===== config.mk =====
export PLATFORM = sky130hd
export DESIGN_NAME = sensor_capture_frontend
export DESIGN_NICKNAME = d
export VERILOG_FILES = /design/src/rtl/sensor_capture_pkg.sv /design/src/rtl/sensor_capture_frontend_fifo.sv /design/src/rtl/sensor_capture_frontend.sv
export SDC_FILE = /design/constraint.sdc
export NUM_CORES = 1
export LEC_CHECK = 0
export CORE_UTILIZATION = 55
export DETAILED_ROUTE_END_ITERATION = 10
export GPL_ROUTABILITY_DRIVEN = 0
export MAX_ROUTING_LAYER = met4
export PLACE_DENSITY = 0.73
export SLEW_MARGIN = 20
export SYNTH_ARGS = -nofsm -noshare
export SYNTH_HDL_FRONTEND = slang
export SYNTH_SLANG_ARGS = --single-unit

===== constraint.sdc =====
create_clock -name wb_clk_i -period 4.6 [get_ports wb_clk_i]
set_input_delay 1.15 -clock wb_clk_i [delete_from_list [all_inputs] [get_ports wb_clk_i]]
set_output_delay 1.15 -clock wb_clk_i [all_outputs]
set_load 0.005 [all_outputs]

===== src/rtl/sensor_capture_pkg.sv =====
// Shared types for the sensor capture front end: FSM state encoding and FIFO level sizing.
package sensor_capture_pkg;

   localparam int DATA_W_DEF = 8;

   typedef enum logic [1:0] {
      ST_IDLE    = 2'd0,
      ST_CAPTURE = 2'd1,
      ST_DRAIN   = 2'd2,
      ST_ABORT   = 2'd3
   } state_t;

   // Occupancy counter must hold 0..depth inclusive.
   function automatic int level_width(input int depth);
      return $clog2(depth) + 1;
   endfunction

endpackage


===== src/rtl/sensor_capture_frontend_fifo.sv =====
// First-word-fall-through synchronous FIFO; full/empty are decoded from the occupancy register.
module sync_fifo_fwft
   import sensor_capture_pkg::*;
#(
   parameter int DATA_W = DATA_W_DEF,
   parameter int DEPTH  = 16
) (
   input  logic                          clk,
   input  logic                          rst_n,
   input  logic                          push,
   input  logic [DATA_W-1:0]             push_data,
   input  logic                          pop,
   input  logic                          flush,
   output logic [DATA_W-1:0]             pop_data,
   output logic                          full,
   output logic                          empty,
   output logic [level_width(DEPTH)-1:0] level
);

   localparam int PTR_W = $clog2(DEPTH);
   localparam int LVL_W = level_width(DEPTH);
   localparam logic [PTR_W-1:0] PTR_ONE   = PTR_W'(1'b1);
   localparam logic [LVL_W-1:0] LVL_ONE   = LVL_W'(1'b1);
   localparam logic [LVL_W-1:0] LVL_DEPTH = LVL_W'(DEPTH);

   logic [DATA_W-1:0] mem_r [DEPTH];
   logic [PTR_W-1:0]  wr_ptr_r;
   logic [PTR_W-1:0]  rd_ptr_r;
   logic [LVL_W-1:0]  level_r;
   logic              full_s;
   logic              empty_s;
   logic              do_push_s;
   logic              do_pop_s;

   // A push into a full FIFO succeeds only when a pop frees the slot in the same cycle.
   always_comb begin
      full_s    = (level_r == LVL_DEPTH);
      empty_s   = (level_r == {LVL_W{1'b0}});
      do_pop_s  = pop && !empty_s;
      do_push_s = push && (!full_s || do_pop_s);
   end

   // Pointer and occupancy bookkeeping.
   always_ff @(posedge clk or negedge rst_n) begin
      if (!rst_n) begin
         wr_ptr_r <= {PTR_W{1'b0}};
         rd_ptr_r <= {PTR_W{1'b0}};
         level_r  <= {LVL_W{1'b0}};
      end else if (flush) begin
         wr_ptr_r <= {PTR_W{1'b0}};
         rd_ptr_r <= {PTR_W{1'b0}};
         level_r  <= {LVL_W{1'b0}};
      end else begin
         if (do_push_s) begin
            wr_ptr_r <= wr_ptr_r + PTR_ONE;
         end
         if (do_pop_s) begin
            rd_ptr_r <= rd_ptr_r + PTR_ONE;
         end
         if (do_push_s && !do_pop_s) begin
            level_r <= level_r + LVL_ONE;
         end else if (do_pop_s && !do_push_s) begin
            level_r <= level_r - LVL_ONE;
         end
      end
   end

   // Storage array; contents are only observable through the occupancy-gated read port.
   always_ff @(posedge clk) begin
      if (do_push_s) begin
         mem_r[wr_ptr_r] <= push_data;
      end
   end

   assign pop_data = empty_s ? {DATA_W{1'b0}} : mem_r[rd_ptr_r];
   assign full     = full_s;
   assign empty    = empty_s;
   assign level    = level_r;

endmodule


===== src/rtl/sensor_capture_frontend.sv =====
// Sensor burst capture: synchronisers, sample prescaler, burst FSM and FWFT buffer.
// Optional build macro SENSOR_DEDUP_EN suppresses pushes of a sample equal to the last stored word.
module sensor_capture_frontend
   import sensor_capture_pkg::*;
#(
   parameter int DATA_W      = DATA_W_DEF,
   parameter int FIFO_DEPTH  = 16,
   parameter int CLK_DIV     = 64,
   parameter int NUM_SAMPLES = 256
) (
   input  logic                               wb_clk_i,
   input  logic                               wb_rst_ni,
   input  logic                               start_logging,
   input  logic [DATA_W-1:0]                  sensor_pad_i,
   input  logic                               power_fail_i,
   output logic                               out_valid_o,
   output logic [DATA_W-1:0]                  out_data_o,
   input  logic                               out_ready_i,
   output logic                               busy_o,
   output logic                               done_o,
   output logic                               fail_o,
   output logic                               overflow_o,
   output logic [level_width(FIFO_DEPTH)-1:0] level_o
);

   localparam int LVL_W = level_width(FIFO_DEPTH);
   localparam int PRE_W = $clog2(CLK_DIV);
   localparam int CNT_W = $clog2(NUM_SAMPLES + 1);
   localparam logic [PRE_W-1:0] PRE_LAST = PRE_W'(CLK_DIV - 1);
   localparam logic [PRE_W-1:0] PRE_ONE  = PRE_W'(1'b1);
   localparam logic [CNT_W-1:0] CNT_LAST = CNT_W'(NUM_SAMPLES - 1);
   localparam logic [CNT_W-1:0] CNT_ONE  = CNT_W'(1'b1);

   logic [DATA_W-1:0] pad_meta_r;
   logic [DATA_W-1:0] pad_sync_r;
   logic              pf_meta_r;
   logic              pf_sync_r;

   state_t            state_r;
   state_t            state_nx_s;
   logic [PRE_W-1:0]  presc_r;
   logic [PRE_W-1:0]  presc_nx_s;
   logic [CNT_W-1:0]  count_r;
   logic [CNT_W-1:0]  count_nx_s;
   logic              fail_r;
   logic              fail_nx_s;
   logic              ovf_r;
   logic              ovf_nx_s;

   logic              tick_s;
   logic              skip_s;
   logic              push_s;
   logic              pop_s;
   logic              flush_s;
   logic              done_s;
   logic              burst_entry_s;
   logic              valid_s;
   logic              full_s;
   logic              empty_s;
   logic [DATA_W-1:0] fifo_data_s;
   logic [LVL_W-1:0]  level_s;

   // Two-flop synchronisers for the asynchronous pads.
   always_ff @(posedge wb_clk_i or negedge wb_rst_ni) begin
      if (!wb_rst_ni) begin
         pad_meta_r <= {DATA_W{1'b0}};
         pad_sync_r <= {DATA_W{1'b0}};
         pf_meta_r  <= 1'b0;
         pf_sync_r  <= 1'b0;
      end else begin
         pad_meta_r <= sensor_pad_i;
         pad_sync_r <= pad_meta_r;
         pf_meta_r  <= power_fail_i;
         pf_sync_r  <= pf_meta_r;
      end
   end

   // Words are hidden during the flush cycle so nothing is handed over from a dead burst.
   always_comb begin
      valid_s = !empty_s && (state_r != ST_ABORT);
      pop_s   = valid_s && out_ready_i;
      tick_s  = (state_r == ST_CAPTURE) && (presc_r == PRE_LAST);
   end

   // Burst FSM; power-fail outranks any tick or completion in the same cycle.
   always_comb begin
      state_nx_s    = state_r;
      presc_nx_s    = presc_r;
      count_nx_s    = count_r;
      fail_nx_s     = fail_r;
      ovf_nx_s      = ovf_r;
      push_s        = 1'b0;
      flush_s       = 1'b0;
      done_s        = 1'b0;
      burst_entry_s = 1'b0;
      case (state_r)
         ST_IDLE: begin
            if (start_logging && !pf_sync_r) begin
               state_nx_s    = ST_CAPTURE;
               presc_nx_s    = {PRE_W{1'b0}};
               count_nx_s    = {CNT_W{1'b0}};
               fail_nx_s     = 1'b0;
               ovf_nx_s      = 1'b0;
               burst_entry_s = 1'b1;
            end else begin
               state_nx_s = ST_IDLE;
            end
         end
         ST_CAPTURE: begin
            if (pf_sync_r) begin
               state_nx_s = ST_ABORT;
            end else if (tick_s) begin
               presc_nx_s = {PRE_W{1'b0}};
               count_nx_s = count_r + CNT_ONE;
               if (skip_s) begin
                  push_s = 1'b0;
               end else if (full_s && !pop_s) begin
                  ovf_nx_s = 1'b1;
               end else begin
                  push_s = 1'b1;
               end
               if (count_r == CNT_LAST) begin
                  state_nx_s = ST_DRAIN;
               end else begin
                  state_nx_s = ST_CAPTURE;
               end
            end else begin
               presc_nx_s = presc_r + PRE_ONE;
            end
         end
         ST_DRAIN: begin
            if (pf_sync_r) begin
               state_nx_s = ST_ABORT;
            end else if (empty_s) begin
               done_s     = 1'b1;
               state_nx_s = ST_IDLE;
            end else begin
               state_nx_s = ST_DRAIN;
            end
         end
         ST_ABORT: begin
            flush_s    = 1'b1;
            fail_nx_s  = 1'b1;
            state_nx_s = ST_IDLE;
         end
         default: begin
            state_nx_s = ST_IDLE;
         end
      endcase
   end

   // Burst state, prescaler, sample counter and sticky status.
   always_ff @(posedge wb_clk_i or negedge wb_rst_ni) begin
      if (!wb_rst_ni) begin
         state_r <= ST_IDLE;
         presc_r <= {PRE_W{1'b0}};
         count_r <= {CNT_W{1'b0}};
         fail_r  <= 1'b0;
         ovf_r   <= 1'b0;
      end else begin
         state_r <= state_nx_s;
         presc_r <= presc_nx_s;
         count_r <= count_nx_s;
         fail_r  <= fail_nx_s;
         ovf_r   <= ovf_nx_s;
      end
   end

`ifdef SENSOR_DEDUP_EN
   logic [DATA_W-1:0] last_r;
   logic              have_last_r;

   // A tick repeating the last stored word is dropped silently; the first word of a burst never matches.
   always_comb begin
      skip_s = have_last_r && (pad_sync_r == last_r);
   end

   // Track the most recently pushed word within the current burst.
   always_ff @(posedge wb_clk_i or negedge wb_rst_ni) begin
      if (!wb_rst_ni) begin
         last_r      <= {DATA_W{1'b0}};
         have_last_r <= 1'b0;
      end else if (burst_entry_s) begin
         have_last_r <= 1'b0;
      end else if (push_s) begin
         last_r      <= pad_sync_r;
         have_last_r <= 1'b1;
      end
   end
`else
   assign skip_s = 1'b0;
`endif

   sync_fifo_fwft #(
      .DATA_W (DATA_W),
      .DEPTH  (FIFO_DEPTH)
   ) u_fifo (
      .clk       (wb_clk_i),
      .rst_n     (wb_rst_ni),
      .push      (push_s),
      .push_data (pad_sync_r),
      .pop       (pop_s),
      .flush     (flush_s),
      .pop_data  (fifo_data_s),
      .full      (full_s),
      .empty     (empty_s),
      .level     (level_s)
   );

   assign out_valid_o = valid_s;
   assign out_data_o  = fifo_data_s;
   assign busy_o      = (state_r != ST_IDLE);
   assign done_o      = done_s;
   assign fail_o      = fail_r;
   assign overflow_o  = ovf_r;
   assign level_o     = level_s;

endmodule


# Word level (Yosys, flattened, before mapping)
# Memories as Yosys holds them, arrays and structs flattened.
# Index checks and enable logic that the tools add are counted.
[op_classes] n_addsub=6 eq_ne=12 mux=39 reduce_logical=28
[ops] operator="9-bit 2-to-1 mux" count=3
[ops] operator="6-bit 2-to-1 mux" count=3
[ops] operator="9-bit case mux with 2 select lines" count=1
[ops] operator="4-bit 2-to-1 mux" count=4
[ops] operator="1-bit 2-to-1 mux" count=15
[ops] operator="5-bit 2-to-1 mux" count=3
[ops] operator="6-bit case mux with 2 select lines" count=1
[ops] operator="2-bit 2-to-1 mux" count=5
[ops] operator="2-bit nonzero test" count=5
[ops] operator="9-bit by 1-bit adder with 9-bit output, second input constant" count=1
[ops] operator="9-bit by 8-bit == test with 1-bit output, second input constant" count=1
[ops] operator="1-bit logical AND" count=9
[ops] operator="4-bit by 1-bit adder with 4-bit output, second input constant" count=2
[ops] operator="8-bit 2-to-1 mux" count=1
[ops] operator="2-bit != test, second input constant" count=4
[ops] operator="2-bit case mux with 4 select lines" count=1
[ops] operator="6-bit by 1-bit adder with 6-bit output, second input constant" count=1
[ops] operator="6-bit == test, second input constant" count=1
[ops] operator="1-bit logical NOT" count=6
[ops] operator="5-bit by 1-bit adder with 5-bit output, second input constant" count=1
[ops] operator="5-bit == test, second input constant" count=1
[ops] operator="5-bit logical NOT" count=1
[ops] operator="5-bit AND reduction" count=1
[ops] operator="5-bit by 1-bit subtractor with 5-bit output, second input constant" count=1
[ops] operator="11 further kinds" count=13
[word_totals] register_bits=50 ramBits=128 inputBits=13 output_inout_bits=18 memories=1
[mem_list] name="u_fifo.mem_r" depth=16 word_bits=8 read_ports=1 rd_ports_with_merged_regs=0 wr=1 line="sensor_capture_frontend_fifo.sv:26" source="logic [DATA_W-1:0] mem_r [DEPTH];"

# Longest topological paths before layout
# Gate-level depths: netlist (run 1).
[logic_depth] depth_word=16 mapped_depth=12 mapped_depth_nobuf=11

# By module
# From an unflattened synthesis (run 1), not the netlist that was laid out.
[hier_totals] hier_cells=452 hier_area_um2=7503.4
[modules_own_cells] mod="sync_fifo_fwft" instances=1 cells_each=316 area_per_inst_um2=5968.2 seq_area_each_um2=4169.0
[modules_own_cells] mod="sensor_capture_frontend" instances=1 cells_each=136 area_per_inst_um2=1535.2 seq_area_each_um2=925.9

# Least setup slack after synthesis (run 1)
# No wires, ideal clock.
[synth_path] path_kind="input port to flip-flop" startpoint="in out_ready_i" endpoint="mem u_fifo.mem_r[4][0] (netlist name), enable pin" setup_ns=0.383 arrival_time_ns=2.432 required_time_ns=4.217 slack_ns=1.785 cell_stages=4 path_buffers=0 path_cell_list="inv_1 a311oi_2 nand2_1 nor3_1"
[synth_between] elab_chain_cells=10 word_cells_on_any_way=12
[synth_rtl] element="start, declared" line="sensor_capture_frontend.sv:18" source="input logic out_ready_i,"
[synth_rtl] element="1-bit logical AND *" line="sensor_capture_frontend.sv:81" source="pop_s = valid_s && out_ready_i;"
[synth_rtl] element="1-bit logical NOT" line="sensor_capture_frontend.sv:117" source="end else if (full_s && !pop_s) begin"
[synth_rtl] element="1-bit logical AND" line="sensor_capture_frontend.sv:117"
[synth_rtl] element="1-bit 2-to-1 mux" line="sensor_capture_frontend.sv:117"
[synth_rtl] element="1-bit 2-to-1 mux" line="sensor_capture_frontend.sv:112" source="end else if (tick_s) begin"
[synth_rtl] element="1-bit 2-to-1 mux" line="sensor_capture_frontend.sv:110" source="if (pf_sync_r) begin"
[synth_rtl] element="1-bit 2-to-1 mux" line="sensor_capture_frontend.sv:96" source="case (state_r)"
[synth_rtl] element="1-bit logical AND *" line="sensor_capture_frontend_fifo.sv:40" source="do_push_s = push && (!full_s || do_pop_s);"
[synth_rtl] element="1-bit 2-to-1 mux *" line="sensor_capture_frontend_fifo.sv:70" source="if (do_push_s) begin"
[synth_rtl] element="1-bit 2-to-1 mux (not written as such) *" line="sensor_capture_frontend_fifo.sv:71" source="mem_r[wr_ptr_r] <= push_data;"
[synth_rtl] element="end, declared" line="sensor_capture_frontend_fifo.sv:26"
# Mark *: on every way between the ends. The rest lies on a longest branch, timed or not.

# Final worst setup path (run 1)
[layout_path] startpoint="reg u_fifo.level_r[1], in the netlist u_fifo.level[1]" endpoint="out out_data_o[3]"
[layout_between] elab_chain_cells=2
[layout_rtl] element="start, declared" line="sensor_capture_frontend_fifo.sv:29" source="logic [LVL_W-1:0] level_r;"
[layout_rtl] element="start signal, assigned" line="sensor_capture_frontend_fifo.sv:48" source="level_r <= {LVL_W{1'b0}};"
[layout_rtl] element="start signal, assigned" line="sensor_capture_frontend_fifo.sv:52" source="level_r <= {LVL_W{1'b0}};"
[layout_rtl] element="start signal, assigned" line="sensor_capture_frontend_fifo.sv:61" source="level_r <= level_r + LVL_ONE;"
[layout_rtl] element="5-bit logical NOT" line="sensor_capture_frontend_fifo.sv:38" source="empty_s = (level_r == {LVL_W{1'b0}});"
[layout_rtl] element="8-bit 2-to-1 mux" line="sensor_capture_frontend_fifo.sv:75" source="assign pop_data = empty_s ? {DATA_W{1'b0}} : mem_r[rd_ptr_r];"
[layout_rtl] element="end, declared" line="sensor_capture_frontend.sv:17" source="output logic [DATA_W-1:0] out_data_o,"
# Every way passes these cells.

==> impl_metrics.env, run 1 <==
export IMPL_num_antenna_cells=0
export IMPL_placement_cell_area_mm2=0.007787
export IMPL_drc=0
export IMPL_clkSinkCount=178
export IMPL_syn_to_final_growth_pct=16.46
export IMPL_synth_flop_cell="edfxtp_1"
export IMPL_worst_slew_margin_rel_pct=54.79
export IMPL_cp_arrival_ps=2720
export IMPL_postLayoutCellArea_mm2=0.008498
export IMPL_worstSetupEndpointType="output pin"
export IMPL_critPathKind="reg -> out"
export IMPL_htree_levels=4
export IMPL_die_w_um=117.2
export IMPL_coreArea_mm2=0.01277
export IMPL_first_pass_iters=5
export IMPL_clkTransAtPathRegs_ps=60
export IMPL_wl_per_cell_um=19.76
export IMPL_hold_slack_ps=345.2
export IMPL_cts_resized=0
export IMPL_antenna_found_initial=0
export IMPL_synth_net_count=455
export IMPL_switching_share_pct=26.48
export IMPL_ctsHoldBuffers=0
export IMPL_syn_inst=429
export IMPL_synthTopCellsByCount="128 x edfxtp_1, 50 x dfrtp_1, 32 x mux4_2, 28 x nor2_1, 19 x mux2i_1"
export IMPL_dieHeight_um=117.2
export IMPL_hold_viol=0
export IMPL_ys_seq_elements=178
export IMPL_yosys_top_cells_area="edfxtp_1 53%, dfrtp_1 17%, mux4_2 9.9%, mux2i_1 2.6%, ha_1 2.1%"
export IMPL_grt_pass1_vias=3793
export IMPL_start_util_pct=57.13
export IMPL_ant_nets=0
export IMPL_leakage_uw=0.002974
export IMPL_slew_violations=0
export IMPL_place_hpwl_um=8513
export IMPL_async_flop_share_pct=28.09
export IMPL_fin_crit_ps=3870
export IMPL_status="completed"
export IMPL_drt_iter0_markers=368
export IMPL_clockBufferDepth=2
export IMPL_setup_violations=0
export IMPL_combinationalPowerShare_pct=25.9
export IMPL_insertion_delay_ps=420
export IMPL_dieArea_mm2=0.01373
export IMPL_fmax_mhz=258.4
export IMPL_yosysUniqueCellTypes=52
export IMPL_tns_ps=0
export IMPL_synth_largest_area_cell="edfxtp_1"
export IMPL_seq_area_frac_synth_pct=69.82
export IMPL_critPathRequiredTime_ps=3450
export IMPL_pin_count=31
export IMPL_pwr_share_clk_pct=34.3
export IMPL_grt_pass1_wl_um=20670
export IMPL_switching_power_uw=1297
export IMPL_min_path_type="reg -> reg"
export IMPL_synth_top_area_share_pct=52.67
export IMPL_layout_drive_gt1_share_pct=17.22
export IMPL_tritoncts="yes"
export IMPL_post_cts_buffers=0
export IMPL_port_buffers=30
export IMPL_worst_pin_slew_ps=675.6
export IMPL_p_int_uw=3601
export IMPL_fillCellCount=866
export IMPL_synth_avg_cell_area_um2=17.01
export IMPL_std_cell_rows=41
export IMPL_vias=3777
export IMPL_cts_made_buffers=17
export IMPL_yosysWarnings=0
export IMPL_syn_area_mm2=0.007297
export IMPL_p_per_area_mw_per_mm2=576.4
export IMPL_path_max_fanout=8
export IMPL_maxCapViolations=0
export IMPL_grt_overflow_total=0
export IMPL_critPathLaunchType="flop"
export IMPL_rsz0062_at_grt="no"
export IMPL_grt_usage_pct=22.11
export IMPL_skew_ps=8.378
export IMPL_yosysMostFrequentCell="edfxtp_1"
export IMPL_ir_drop_mv=0.2850
export IMPL_root_buffer="clkbuf_16"
export IMPL_period_share_pct=84.13
export IMPL_wl_um=12920
export IMPL_fin_nets=495
export IMPL_via_per_inst=5.775
export IMPL_synth_edf_count=128
export IMPL_grt_max_degree=51
export IMPL_p_seq_share_pct=39.8
## layer usage
metal  wire length [µm]  part of all wire [%]  GRT usage [%]
met5                  0                     0              -
met4                208                   1.6          8.861
met3                573                   4.4          4.377
met2               6121                    47          31.92
met1               6020                    47          31.31
## worst max-delay path, stage by stage (launching register included)
cell and delay (ps):
dfrtp_1 460, nor4_2 510, nand2b_1 330, nand2b_1 350, o22ai_1 180, clkdlybuf4s50_1 470
## worst paths after layout
path                                 startpoint                  to  slack [ps]  depth (start not counted)
worst max-delay path            u_fifo.level[1]       out_data_o[3]         730                          5
worst min-delay path              pad_meta_r[3]       pad_sync_r[3]         350                          0
worst max register to register       presc_r[0]     u_fifo.level[4]        1450                         11
worst min register to register    pad_meta_r[3]       pad_sync_r[3]         350                          0
max in group asynchronous             wb_rst_ni  u_fifo.rd_ptr_r[0]        3410                          1
min in group asynchronous             wb_rst_ni     u_fifo.level[2]         740                          1
## metrics by stage
stage / cells / setup slack, ps / total power (µW) / utilization, %
after floorplan: 429 / 1785 / 2793 / -
after global placement: 622 / 999.2 / 3232 / 60.97
after detailed placement: 622 / 845.3 / 3263 / 60.97
after CTS: 654 / 732.6 / 4939 / 66.51
after global routing: 654 / 564.1 / 5115 / 66.53
final: 654 / 729.9 / 4898 / 66.53
## area by class of cell
class	count	area (µm²)	share of cell area (%)
Timing Repair Buffer	38	370.4	4.358
Multi-Input combinational cell	222	2063	24.28
Inverter	12	45.04	0.5300
Tap cell	172	215.2	2.532
Clock inverter	12	251.5	2.959
Clock buffer	20	456.7	5.374
Sequential cell	178	5096	59.97
## cell families after synthesis
| logic type | count (synthesis) | synth area share (%) |
|---|---|---|
| buf+inv | 29 | 1.903 |
| mux | 53 | 12.95 |
| fa+ha+maj | 13 | 2.332 |
| xor+xnor | 17 | 2.040 |
| compound gates | 36 | 3.206 |
| flops | 178 | 69.82 |
| simple gates | 103 | 7.750 |
## registers in the layout, summed over array words and instances, names as in the netlist
register         count
pf_meta_r            1
pad_meta_r           8
u_fifo.mem_r       128
u_fifo.level         5
u_fifo.wr_ptr_r      4
u_fifo.rd_ptr_r      4
overflow_o           1
pf_sync_r            1
presc_r              6
count_r              9
fail_o               1
pad_sync_r           8
state_r              2
## power groups by stage
stage               Clock, µW  Combinational (µW)  Sequential (µW)
floorplan                   0                 868             1930
global placement            0                1260             1970
detailed placement          0                1280             1980
CTS                      1700                1290             1950
global route             1760                1390             1970
finish                   1680                1270             1950
## cell usage in the layout, fill, tap and decap left out, types with 7 or more instances in the layout
master / instances
clkdlybuf4s50_1: 29
edfxtp_1: 128
o21ai_0: 7
mux2i_1: 19
bufinv_16: 7
nor2_1: 28
ha_1: 12
and2_1: 11
o22ai_1: 9
nand2_1: 15
dfrtp_1: 49
inv_1: 12
nand3_1: 10
nor3_1: 10
xnor2_1: 12
buf_4: 8
clkbuf_16: 17
mux4_2: 32
No activity file was read; power rests on OpenSTA's default activity.
==> run 2, diff against run 1 <==
--- a/config.mk
+++ b/config.mk
@@ -5,11 +5,11 @@
 export SDC_FILE = /design/constraint.sdc
 export NUM_CORES = 1
 export LEC_CHECK = 0
-export CORE_UTILIZATION = 55
+export CORE_UTILIZATION = 54
 export DETAILED_ROUTE_END_ITERATION = 10
 export GPL_ROUTABILITY_DRIVEN = 0
 export MAX_ROUTING_LAYER = met4
-export PLACE_DENSITY = 0.73
+export PLACE_DENSITY = 0.75
 export SLEW_MARGIN = 20
 export SYNTH_ARGS = -nofsm -noshare
 export SYNTH_HDL_FRONTEND = slang
==> constraint.sdc (replaced) <==
create_clock -name wb_clk_i -period 3.2 [get_ports wb_clk_i]
set_input_delay 0.8 -clock wb_clk_i [delete_from_list [all_inputs] [get_ports wb_clk_i]]
set_output_delay 0.8 -clock wb_clk_i [all_outputs]
set_load 0.005 [all_outputs]
==> run 2 against run 1 <==
Critical path depth rose by 1. Die area rose by 1.8%. Global-route usage rose by 1.2 points. Flip-flop and latch count did not move. Combinational power rose by 71%.
==> impl_metrics.env, run 2 (same netlist as run 1, synthesis figures left out) <==
export IMPL_status="completed"
export IMPL_p_per_area_mw_per_mm2=800.0
export IMPL_setup_violations=0
export IMPL_critPathLaunchType="flop"
export IMPL_hold_viol=0
export IMPL_drt_iter0_markers=358
export IMPL_hold_slack_ps=316.2
export IMPL_leakage_uw=0.003120
export IMPL_pin_count=31
export IMPL_grt_max_degree=36
export IMPL_grt_usage_pct=23.35
export IMPL_rr_startpoint="presc_r[0]"
export IMPL_fillCellCount=894
export IMPL_layout_drive_gt1_share_pct=24.12
export IMPL_pwr_share_clk_pct=28.4
export IMPL_worstSetupEndpointType="output pin"
export IMPL_clkSinkCount=178
export IMPL_worstReg2RegEnd="u_fifo.level[4]"
export IMPL_drc=0
export IMPL_skew_ps=6.090
export IMPL_via_per_inst=5.816
export IMPL_switching_share_pct=29.10
export IMPL_tritoncts="yes"
export IMPL_insertion_delay_ps=420
export IMPL_first_pass_iters=5
export IMPL_period_share_pct=97.85
export IMPL_path_max_fanout=6
export IMPL_critical_path_buf_inv_count=3
export IMPL_regMostFlops="u_fifo.mem_r"
export IMPL_multi_input_area_mm2=0.002105
export IMPL_syn_to_final_growth_pct=19.15
export IMPL_grt_pass1_vias=4079
export IMPL_coreArea_mm2=0.01319
export IMPL_dieArea_mm2=0.01398
export IMPL_cp_top_family="multiplexers"
export IMPL_maxCapViolations=0
export IMPL_vias=3990
export IMPL_std_cell_rows=42
export IMPL_worst_pin_slew_ps=636.5
export IMPL_place_hpwl_um=9040
export IMPL_htree_levels=4
export IMPL_min_path_type="in -> async"
export IMPL_combinationalPowerShare_pct=31.2
export IMPL_fmax_mhz=319.4
export IMPL_crit_chain="buf_12 -> buf_12 -> mux4_2 -> mux2i_2 -> o22ai_1 -> dlygate4sd2_1"
export IMPL_cp_arrival_ps=2330
export IMPL_ant_nets=0
export IMPL_slew_violations=0
export IMPL_dieHeight_um=118.2
export IMPL_wl_um=14200
export IMPL_die_w_um=118.2
export IMPL_ir_drop_mv=0.5613
export IMPL_critPathRequiredTime_ps=2400
export IMPL_worst_slew_margin_rel_pct=57.28
export IMPL_numPlacedInstances=638
export IMPL_antenna_found_initial=0
export IMPL_grt_overflow_total=0
export IMPL_p_seq_share_pct=40.4
export IMPL_critPathKind="reg -> out"
export IMPL_final_cell_mix="128 x edfxtp_1, 49 x dfrtp_1, 32 x mux4_2, 29 x buf_4, 28 x nor2_1"
export IMPL_p_int_uw=4932
export IMPL_crit_slowest_cell="dfrtp_4"
export IMPL_cpMostUsedCell="buf_12"
export IMPL_root_buffer="clkbuf_16"
export IMPL_switching_power_uw=2024
export IMPL_fin_nets=523
export IMPL_fin_crit_ps=3131
export IMPL_grt_pass1_wl_um=22830
export IMPL_wl_per_cell_um=20.71
export IMPL_fin_cells=686
export IMPL_start_util_pct=55.32
export IMPL_largestRegisters="u_fifo.mem_r (128), count_r (9)"
export IMPL_pre_cts_slack_ps=42.64
export IMPL_largest_reg_flops=128
export IMPL_num_antenna_cells=0
export IMPL_clockBufferDepth=2
export IMPL_reg2reg_depth=12
export IMPL_critPathMaxStageDelay_ps=520
export IMPL_power_total_uw=6956
export IMPL_clkTransAtPathRegs_ps=70
export IMPL_final_common_cell="edfxtp_1"
export IMPL_tns_ps=0
export IMPL_port_buffers=30
export IMPL_cts_made_buffers=17
export IMPL_timing_final_ws_setup_ps=68.71
export IMPL_r2r_slack_ps=240
export IMPL_regArea_mm2=0.005099
run 2: layout make-up:
type / instances / share of cell area [%]
clock buffers: 18 / 5.051
clock inverters: 14 / 1.468
inverters: 12 / 0.5181
multi-input cells: 222 / 24.20
flip-flops and latches: 178 / 58.64
well taps: 176 / 2.533
repair buffers: 66 / 7.584
run 2: how the worst max path moves through the flow:
| stage | from | endpoint | cells after the start |
|---|---|---|---|
| 2_1_floorplan | presc_r[0] | u_fifo.level[4] | 12 |
| 3_3_place_gp | out_ready_i | u_fifo.level[4] | 10 |
| 3_5_place_dp | out_ready_i | u_fifo.level[4] | 10 |
| 4_1_cts | u_fifo.rd_ptr_r[0] | out_data_o[5] | 5 |
| 5_1_grt | u_fifo.level[1] | done_o | 4 |
| 6_report | u_fifo.rd_ptr_r[0] | out_data_o[7] | 6 |
run 2: layer usage:
| layer | routed length (µm) | GRT usage (%) |
|---|---|---|
| met2 | 7044 | 35.44 |
| met5 | 0 | - |
| met3 | 626 | 5.261 |
| met1 | 6221 | 31.22 |
| met4 | 311 | 8.654 |
run 2: stage by stage:
stage	area, µm²	utilization, %
4_1_cts	8567	64.95
6_report	8695	65.92
2_1_floorplan	7297	-
3_3_place_gp	7920	60.05
5_1_grt	8695	65.92
3_5_place_dp	7920	60.05
run 2: power by group through the flow:
stage | logic [µW] | clock network (µW) | registers [µW]
after detailed placement | 1940 | 0 | 2850
after global placement | 1900 | 0 | 2840
after floorplan | 1250 | 0 | 2770
final | 2170 | 1980 | 2810
after CTS | 2040 | 2010 | 2800
after global routing | 2360 | 2100 | 2830
run 2: repair_timing:
action / CTS / global route
pin swaps: 0 / 1
buffers inserted: 3 / 12
cloned: 1 / 0
resized for setup: 14 / 9
endpoints found under the setup margin: 8 / 9
hold buffers: 0 / 0
